## config.mk

```make
export PLATFORM = sky130hd
export DESIGN_NAME = fetch_unit_flat
export DESIGN_NICKNAME = d
export VERILOG_FILES = /design/src/rtl/pipeline_pkg.sv /design/src/rtl/fetch_unit_if.sv /design/src/rtl/fetch_queue.sv /design/src/rtl/fetch_unit.sv /design/src/flat_wrapper.sv
export SDC_FILE = /design/constraint.sdc
export NUM_CORES = 1
export LEC_CHECK = 0
export CORE_MARGIN = 10
export CORE_UTILIZATION = 55
export DETAILED_ROUTE_END_ITERATION = 10
export PLACE_DENSITY_LB_ADDON = 0.12
export SLEW_MARGIN = 20
export SYNTH_ARGS = -nofsm -noshare
export SYNTH_HDL_FRONTEND = slang
export SYNTH_SLANG_ARGS = --single-unit
```

## constraint.sdc

```tcl
create_clock -name i_clk -period 4.8 [get_ports i_clk]
set_clock_uncertainty 0.2 [all_clocks]
set_input_delay 0.48 -clock i_clk [delete_from_list [all_inputs] [get_ports i_clk]]
set_output_delay 0.48 -clock i_clk [all_outputs]
set_load 0.02 [all_outputs]
```

## src/rtl/pipeline_pkg.sv

```systemverilog
// -----------------------------------------------------------------------------
// pipeline_pkg
//   Shared definitions for the front-end pipeline: datapath widths, default
//   reset PC and the fetch-queue entry layout.
// -----------------------------------------------------------------------------
package pipeline_pkg;

    localparam int XLEN    = 32;
    localparam int INSTR_W = 32;

    localparam logic [XLEN-1:0] RESET_PC_DEF = 32'h0000_0000;

    // One fetch-queue slot. 'filled' marks that the instruction word has come
    // back from instruction memory; until then only pc/pred are meaningful.
    typedef struct packed {
        logic [XLEN-1:0]    pc;
        logic [INSTR_W-1:0] instr;
        logic               pred;
        logic               filled;
    } fq_entry_t;

endpackage

```

## src/rtl/fetch_unit_if.sv

```systemverilog
// -----------------------------------------------------------------------------
// fetch_unit_if
//   Bundles the instruction-memory request/response channels and the
//   IF->ID handshake of the fetch unit.
//   master : fetch unit side (drives requests and ID outputs)
//   slave  : environment side (instruction memory + decode stage)
// -----------------------------------------------------------------------------
interface fetch_unit_if;
    import pipeline_pkg::*;

    // instruction memory
    logic               o_imem_req_valid;
    logic               i_imem_req_ready;
    logic [XLEN-1:0]    o_imem_addr;
    logic               i_imem_rsp_valid;
    logic [INSTR_W-1:0] i_imem_rsp_data;

    // decode stage
    logic               o_ID_valid;
    logic               i_ID_ready;
    logic [INSTR_W-1:0] o_ID_instr;
    logic [XLEN-1:0]    o_ID_pc;
    logic               o_ID_pred_taken;

    modport master (
        output o_imem_req_valid, o_imem_addr,
        input  i_imem_req_ready, i_imem_rsp_valid, i_imem_rsp_data,
        output o_ID_valid, o_ID_instr, o_ID_pc, o_ID_pred_taken,
        input  i_ID_ready
    );

    modport slave (
        input  o_imem_req_valid, o_imem_addr,
        output i_imem_req_ready, i_imem_rsp_valid, i_imem_rsp_data,
        input  o_ID_valid, o_ID_instr, o_ID_pc, o_ID_pred_taken,
        output i_ID_ready
    );

endinterface

```

## src/rtl/fetch_queue.sv

```systemverilog
// -----------------------------------------------------------------------------
// fetch_queue
//   Circular buffer of fetch entries with three pointers:
//     tail : next slot to allocate at request issue
//     fill : oldest allocated slot still waiting for its instruction word
//     head : oldest slot, presented to decode
//   Pointers carry one extra wrap bit so full/empty need no separate count.
// Ports:
//   i_clk, i_reset      clock, asynchronous active-low reset
//   flush               drop every entry and rewind all pointers
//   alloc, alloc_pc, alloc_pred   allocate tail entry
//   fill, fill_instr    complete the entry at the fill pointer
//   pop                 release the head entry
//   head_entry          current head slot contents
//   alloc_count         allocated entries (filled or not)
//   unfilled_count      allocated entries still awaiting data
// -----------------------------------------------------------------------------
module fetch_queue
    import pipeline_pkg::*;
#(
    parameter  int FQ_DEPTH = 4,
    localparam int AW       = $clog2(FQ_DEPTH),
    localparam int PW       = AW + 1
) (
    input  logic               i_clk,
    input  logic               i_reset,
    input  logic               flush,
    input  logic               alloc,
    input  logic [XLEN-1:0]    alloc_pc,
    input  logic               alloc_pred,
    input  logic               fill,
    input  logic [INSTR_W-1:0] fill_instr,
    input  logic               pop,
    output fq_entry_t          head_entry,
    output logic [PW-1:0]      alloc_count,
    output logic [PW-1:0]      unfilled_count
);

    fq_entry_t     entries_q [FQ_DEPTH];
    logic [PW-1:0] head_q;
    logic [PW-1:0] tail_q;
    logic [PW-1:0] fill_q;

    assign alloc_count    = tail_q - head_q;
    assign unfilled_count = tail_q - fill_q;
    assign head_entry     = entries_q[head_q[AW-1:0]];

    // alloc/fill/pop never hit the same slot in one cycle: alloc is only
    // allowed when not full, fill targets an allocated-but-unfilled slot and
    // pop targets a filled one.
    always_ff @(posedge i_clk or negedge i_reset) begin
        if (!i_reset) begin
            for (int i = 0; i < FQ_DEPTH; i++) entries_q[i] <= '0;
            head_q <= '0;
            tail_q <= '0;
            fill_q <= '0;
        end else if (flush) begin
            for (int i = 0; i < FQ_DEPTH; i++) entries_q[i] <= '0;
            head_q <= '0;
            tail_q <= '0;
            fill_q <= '0;
        end else begin
            if (alloc) begin
                entries_q[tail_q[AW-1:0]] <= '{pc: alloc_pc, instr: '0,
                                              pred: alloc_pred, filled: 1'b0};
                tail_q <= tail_q + PW'(1);
            end
            if (fill) begin
                entries_q[fill_q[AW-1:0]].instr  <= fill_instr;
                entries_q[fill_q[AW-1:0]].filled <= 1'b1;
                fill_q <= fill_q + PW'(1);
            end
            if (pop) begin
                entries_q[head_q[AW-1:0]] <= '0;
                head_q <= head_q + PW'(1);
            end
        end
    end

endmodule

```

## src/rtl/fetch_unit.sv

```systemverilog
// -----------------------------------------------------------------------------
// fetch_unit
//   IF-stage PC generator and instruction fetch buffer.
// Ports:
//   i_clk, i_reset       clock, asynchronous active-low reset
//   o_IF_pc, o_IF_pc_4   current fetch PC and PC+4, to the branch predictor
//   i_IF_pc_target       next PC from the predictor (predicted or corrected)
//   i_IF_hit             predictor says taken for o_IF_pc
//   i_branch_flush       misprediction redirect
//   bus                  imem request/response and IF->ID handshake
// -----------------------------------------------------------------------------
module fetch_unit
    import pipeline_pkg::*;
#(
    parameter logic [XLEN-1:0] RESET_PC = RESET_PC_DEF,
    parameter int              FQ_DEPTH = 4
) (
    input  logic            i_clk,
    input  logic            i_reset,
    output logic [XLEN-1:0] o_IF_pc,
    output logic [XLEN-1:0] o_IF_pc_4,
    input  logic [XLEN-1:0] i_IF_pc_target,
    input  logic            i_IF_hit,
    input  logic            i_branch_flush,
    fetch_unit_if.master    bus
);

    localparam int PW = $clog2(FQ_DEPTH) + 1;
    localparam int SW = $clog2(2 * FQ_DEPTH) + 1;

    logic [XLEN-1:0] pc_q;
    logic [SW-1:0]   stale_q;

    fq_entry_t       head;
    logic [PW-1:0]   alloc_count;
    logic [PW-1:0]   unfilled_count;
    logic            req_ok;
    logic            issue;
    logic            stale_zero;
    logic            fill;
    logic            id_valid;
    logic            pop;

    assign o_IF_pc         = pc_q;
    assign o_IF_pc_4       = pc_q + 32'd4;
    assign bus.o_imem_addr = pc_q;

    // Occupancy is taken before any same-cycle pop, so a full queue always
    // costs one bubble before the next request.
    assign req_ok               = ~i_branch_flush & (alloc_count < PW'(FQ_DEPTH));
    assign issue                = req_ok & bus.i_imem_req_ready;
    assign bus.o_imem_req_valid = req_ok & i_reset;

    // Responses to requests issued before a flush are swallowed by stale_q.
    assign stale_zero = (stale_q == '0);
    assign fill       = bus.i_imem_rsp_valid & stale_zero & ~i_branch_flush;

    assign id_valid            = head.filled & ~i_branch_flush;
    assign pop                 = id_valid & bus.i_ID_ready;
    assign bus.o_ID_valid      = id_valid;
    assign bus.o_ID_instr      = head.instr;
    assign bus.o_ID_pc         = head.pc;
    assign bus.o_ID_pred_taken = head.pred;

    fetch_queue #(.FQ_DEPTH(FQ_DEPTH)) u_queue (
        .i_clk          (i_clk),
        .i_reset        (i_reset),
        .flush          (i_branch_flush),
        .alloc          (issue),
        .alloc_pc       (pc_q),
        .alloc_pred     (i_IF_hit),
        .fill           (fill),
        .fill_instr     (bus.i_imem_rsp_data),
        .pop            (pop),
        .head_entry     (head),
        .alloc_count    (alloc_count),
        .unfilled_count (unfilled_count)
    );

    // On flush every still-unfilled request becomes stale; a response landing
    // in the flush cycle itself retires one of the outstanding ones, whether it
    // belonged to an older stale request or a just-killed live one.
    always_ff @(posedge i_clk or negedge i_reset) begin
        if (!i_reset) begin
            pc_q    <= RESET_PC;
            stale_q <= '0;
        end else if (i_branch_flush) begin
            pc_q    <= i_IF_pc_target;
            stale_q <= stale_q + SW'(unfilled_count) - SW'(bus.i_imem_rsp_valid);
        end else begin
            if (issue) pc_q <= i_IF_pc_target;
            if (bus.i_imem_rsp_valid && !stale_zero) stale_q <= stale_q - SW'(1);
        end
    end

    // A live response always has an allocated, unfilled slot waiting for it.
    a_rsp_has_slot: assert property (@(posedge i_clk) disable iff (!i_reset)
        (bus.i_imem_rsp_valid && stale_zero) |-> (unfilled_count != '0));

endmodule

```

## src/flat_wrapper.sv

```systemverilog
// flat-port wrapper written by rule: the top's interface ports become plain ports
module fetch_unit_flat import pipeline_pkg::*;
#(
    parameter logic [XLEN-1:0] RESET_PC = RESET_PC_DEF,
    parameter int              FQ_DEPTH = 4
)
  (i_clk, i_reset, o_IF_pc, o_IF_pc_4, i_IF_pc_target, i_IF_hit, i_branch_flush, bus_o_imem_req_valid, bus_o_imem_addr, bus_i_imem_req_ready, bus_i_imem_rsp_valid, bus_i_imem_rsp_data, bus_o_ID_valid, bus_o_ID_instr, bus_o_ID_pc, bus_o_ID_pred_taken, bus_i_ID_ready);
  fetch_unit_if bus_i ();
  input  logic i_clk;
  input  logic i_reset;
  output logic [XLEN-1:0] o_IF_pc;
  output logic [XLEN-1:0] o_IF_pc_4;
  input  logic [XLEN-1:0] i_IF_pc_target;
  input  logic i_IF_hit;
  input  logic i_branch_flush;
  output wire logic [$bits(bus_i.o_imem_req_valid)-1:0] bus_o_imem_req_valid;
  output wire logic [$bits(bus_i.o_imem_addr)-1:0] bus_o_imem_addr;
  input wire logic [$bits(bus_i.i_imem_req_ready)-1:0] bus_i_imem_req_ready;
  input wire logic [$bits(bus_i.i_imem_rsp_valid)-1:0] bus_i_imem_rsp_valid;
  input wire logic [$bits(bus_i.i_imem_rsp_data)-1:0] bus_i_imem_rsp_data;
  output wire logic [$bits(bus_i.o_ID_valid)-1:0] bus_o_ID_valid;
  output wire logic [$bits(bus_i.o_ID_instr)-1:0] bus_o_ID_instr;
  output wire logic [$bits(bus_i.o_ID_pc)-1:0] bus_o_ID_pc;
  output wire logic [$bits(bus_i.o_ID_pred_taken)-1:0] bus_o_ID_pred_taken;
  input wire logic [$bits(bus_i.i_ID_ready)-1:0] bus_i_ID_ready;
  assign bus_o_imem_req_valid = bus_i.o_imem_req_valid;
  assign bus_o_imem_addr = bus_i.o_imem_addr;
  assign bus_i.i_imem_req_ready = bus_i_imem_req_ready;
  assign bus_i.i_imem_rsp_valid = bus_i_imem_rsp_valid;
  assign bus_i.i_imem_rsp_data = bus_i_imem_rsp_data;
  assign bus_o_ID_valid = bus_i.o_ID_valid;
  assign bus_o_ID_instr = bus_i.o_ID_instr;
  assign bus_o_ID_pc = bus_i.o_ID_pc;
  assign bus_o_ID_pred_taken = bus_i.o_ID_pred_taken;
  assign bus_i.i_ID_ready = bus_i_ID_ready;
  fetch_unit #(.RESET_PC(RESET_PC), .FQ_DEPTH(FQ_DEPTH)) u_core (.i_clk(i_clk), .i_reset(i_reset), .o_IF_pc(o_IF_pc), .o_IF_pc_4(o_IF_pc_4), .i_IF_pc_target(i_IF_pc_target), .i_IF_hit(i_IF_hit), .i_branch_flush(i_branch_flush), .bus(bus_i));
endmodule
```

==> reports/summary.txt <==
Run status = completed
Relative slew margins = 37.7%
Max-slew violations = 0
Top cells by area, synth = dfrtp_1 (45%), mux4_2 (8.5%), mux2i_1 (8.1%), nand3_1 (7.4%), nand4_1 (4.0%)
Critical Path RT = 4120 ps
Synth top area share = 44.8%
Vias per inst = 6.36
P_leak = 8.35 nW
Layout cells sized above 1 = 11.5%
Reg2reg start = u_core.u_queue.head_q[1]
Placed instance count = 2083
Final period util = 85.6%
Die ar. = 38900 um2
DP HPWL = 28600 um
Synthesized area = 17300 um2
Net count, final = 1821
Tot GR Track Use = 25.0%
GP Congestion = 0.803
Fin. Hold Viols = 0
Area growth from synthesis to layout = 18.7%
Port bufs = 233
Post-CTS Setup Repair Bufs = 0
CP Launch Type = register
Final setup margin = 691 ps
Synth Warn # = 0
Syn Inst Count = 1627
Fmax = 243 MHz
Hold Path Origin = i_branch_flush
Starting DRT DRC Count = 1477
DIE WIDTH = 197 um
Post-route ant nets = 0
Crit-path max cell delay = 830 ps
Vias in the first global route = 14100
WL/cell = 22.8 um
Num CTS Buffers = 35
Avg Inst Size Synth = 10.6 um2
Initial antenna violation count = 2
Post-layout minimum cycle time = 4110 ps
I/O pin cnt = 234
EDFF count, synth = 0
Asr flop ratio synth = 100%
Distinct cells, synth = 47
Drt pass-1 iters = 5
Global-route wire length before repair = 79100 um
Worst-Margin Slew = 934 ps
RSZ-0062 raised after global routing = no
Syn Nets = 1723
Final TNS setup = 0 ps
Crit Path Max Fanout = 36
H-tree levels = 2
Crit-path slowest cell = dfrtp_4
Yosys reg bits = 309
Critical path cell sequence = inv_1 -> ha_1 -> a21o_1 -> xnor2_1 -> and3_1 -> clkdlybuf4s50_1
Die height = 197 um
Via count = 13600
DRC = 0
Dominant cell type by area after synthesis = dfrtp_1
MaxCap Viol Count = 0
Starting Density = 56.0%
TritonCTS clock tree = yes
Post-synth top cells = dfrtp_1 (309), nand3_1 (256), nand2_1 (158)
Sequential share of the synthesized area = 44.8%
Synth Flop Type = dfrtp_1
Total core area = 30800 um2
Pre-CTS WS = 1230 ps
Crit Path Class = reg -> out
Post_cts resized = 0
Final Util = 66.5%
Max IR drop VDD = 0.213 mV
Fin cells = 2145
Count leader, synth = dfrtp_1
Root buffer cell = clkbuf_16
CP Launch Point = u_core.u_queue.head_q[1]
Clock buffer depth = 3
Power per cell area = 350 nW/um2
CP arrival = 3430 ps
Clock sink count = 309
WL final = 49000 um
Largest net degree at the start of global routing = 192
Final setup vio count = 0
Crit path capture type = output pin
Worst Hold Class = in -> reg
Worst skew pair latency = 510 ps
Grt ovf = 0
CTS clk-pin slew, worst paths = 60 ps
Row cnt = 64
Antenna Cells = 0
## metrics by stage
stage,hold slack (ps),area (um2),total power [mW]
after global routing,262,20500,7.47
after detailed placement,281,19300,4.38
after global placement,284,19300,4.35
after floorplan,-15.6,17300,3.81
after CTS,233,20500,7.23
final,230,20500,7.17
## metal layers
layer	share of wire [%]	wire length [um]	track usage, %	up-vias
met5	0.053	26	0	-
met4	1.6	790	6.32	4
met3	9.7	4750	7.17	77
met2	48	23300	40.8	631
met1	41	20100	32.1	6857
li1	-	-	-	6078
## power breakdown
group          internal [mW]  total [mW]  switching [mW]
Clock                   1.78        2.85            1.06
Sequential              2.72        2.87           0.143
Combinational          0.664        1.46           0.791
Total                   5.17        7.17            2.00
## what timing repair did
item,CTS,global route
hold buffers,1,0
endpoints found under the hold margin,67,0
setup endpoints to repair,0,0
## kinds of logic (layout without fill, tap and decap cells)
group | Yosys count | count (layout) | synth area share (%)
compound gates | 183 | 183 | 6.63
buf+inv | 227 | 349 | 7.42
mux | 240 | 240 | 19.6
fa+ha+maj | 25 | 25 | 1.90
xor+xnor | 39 | 39 | 2.06
simple gates | 604 | 604 | 17.7
flops | 309 | 309 | 44.8
## worst paths after layout
kind	end	slack (ps)	cells past startpoint
worst max-delay path	bus_o_imem_req_valid	690	6
worst min-delay path	u_core.u_queue.fill_q[2]	230	2
worst max register to register	u_core.u_queue.entries_q[59]	1320	6
worst min register to register	u_core.stale_q[3]	310	1
max in group asynchronous	u_core.u_queue.entries_q[60]	2490	4
min in group asynchronous	u_core.u_queue.entries_q[226]	330	2
## critical path, delay by kind of cell, from the launching register on
| family | cells | cell delay [ps] |
|---|---|---|
| AOI/OAI and AO/OA | 1 | 490 |
| xor gates and xnor gates | 1 | 170 |
| adders and majority gates | 1 | 390 |
| buffers and inverters | 2 | 810 |
| DFF | 1 | 830 |
| and+or+nand+nor | 1 | 230 |
## flip-flops by register name (all words and copies together), names as in the netlist
name / cells
u_core.u_queue.fill_q: 3
u_core.u_queue.entries_q: 264
u_core.stale_q: 4
u_core.u_queue.tail_q: 3
u_core.u_queue.head_q: 3
u_core.bus.o_imem_addr: 32
## final cells by class
type | instances | area, um2
fillers | 2412 | 10300
multi-input cells | 1091 | 8350
flip-flops and latches | 309 | 7740
repair buffers | 265 | 2610
clock buffers | 54 | 1060
well taps | 396 | 495
clock inverters | 7 | 160
inverters | 23 | 91.3
## cells in the final DEF (no fill, tap or decap), types with 10 or more instances in the layout
master and instances:
ha_1 23, a21oi_1 37, nand3_1 255, mux4_2 65, clkdlybuf4s50_1 231, o221ai_1 32
o21ai_1 100, nand2_1 158, nand4_1 110, mux2_4 32, clkbuf_16 37, nor2b_1 37
mux2i_1 136, inv_1 22, clkbuf_1 10, dfrtp_1 307, buf_4 28, and3_1 12
xnor2_1 30, nor2_1 13
(Power assumes the default switching activity.)
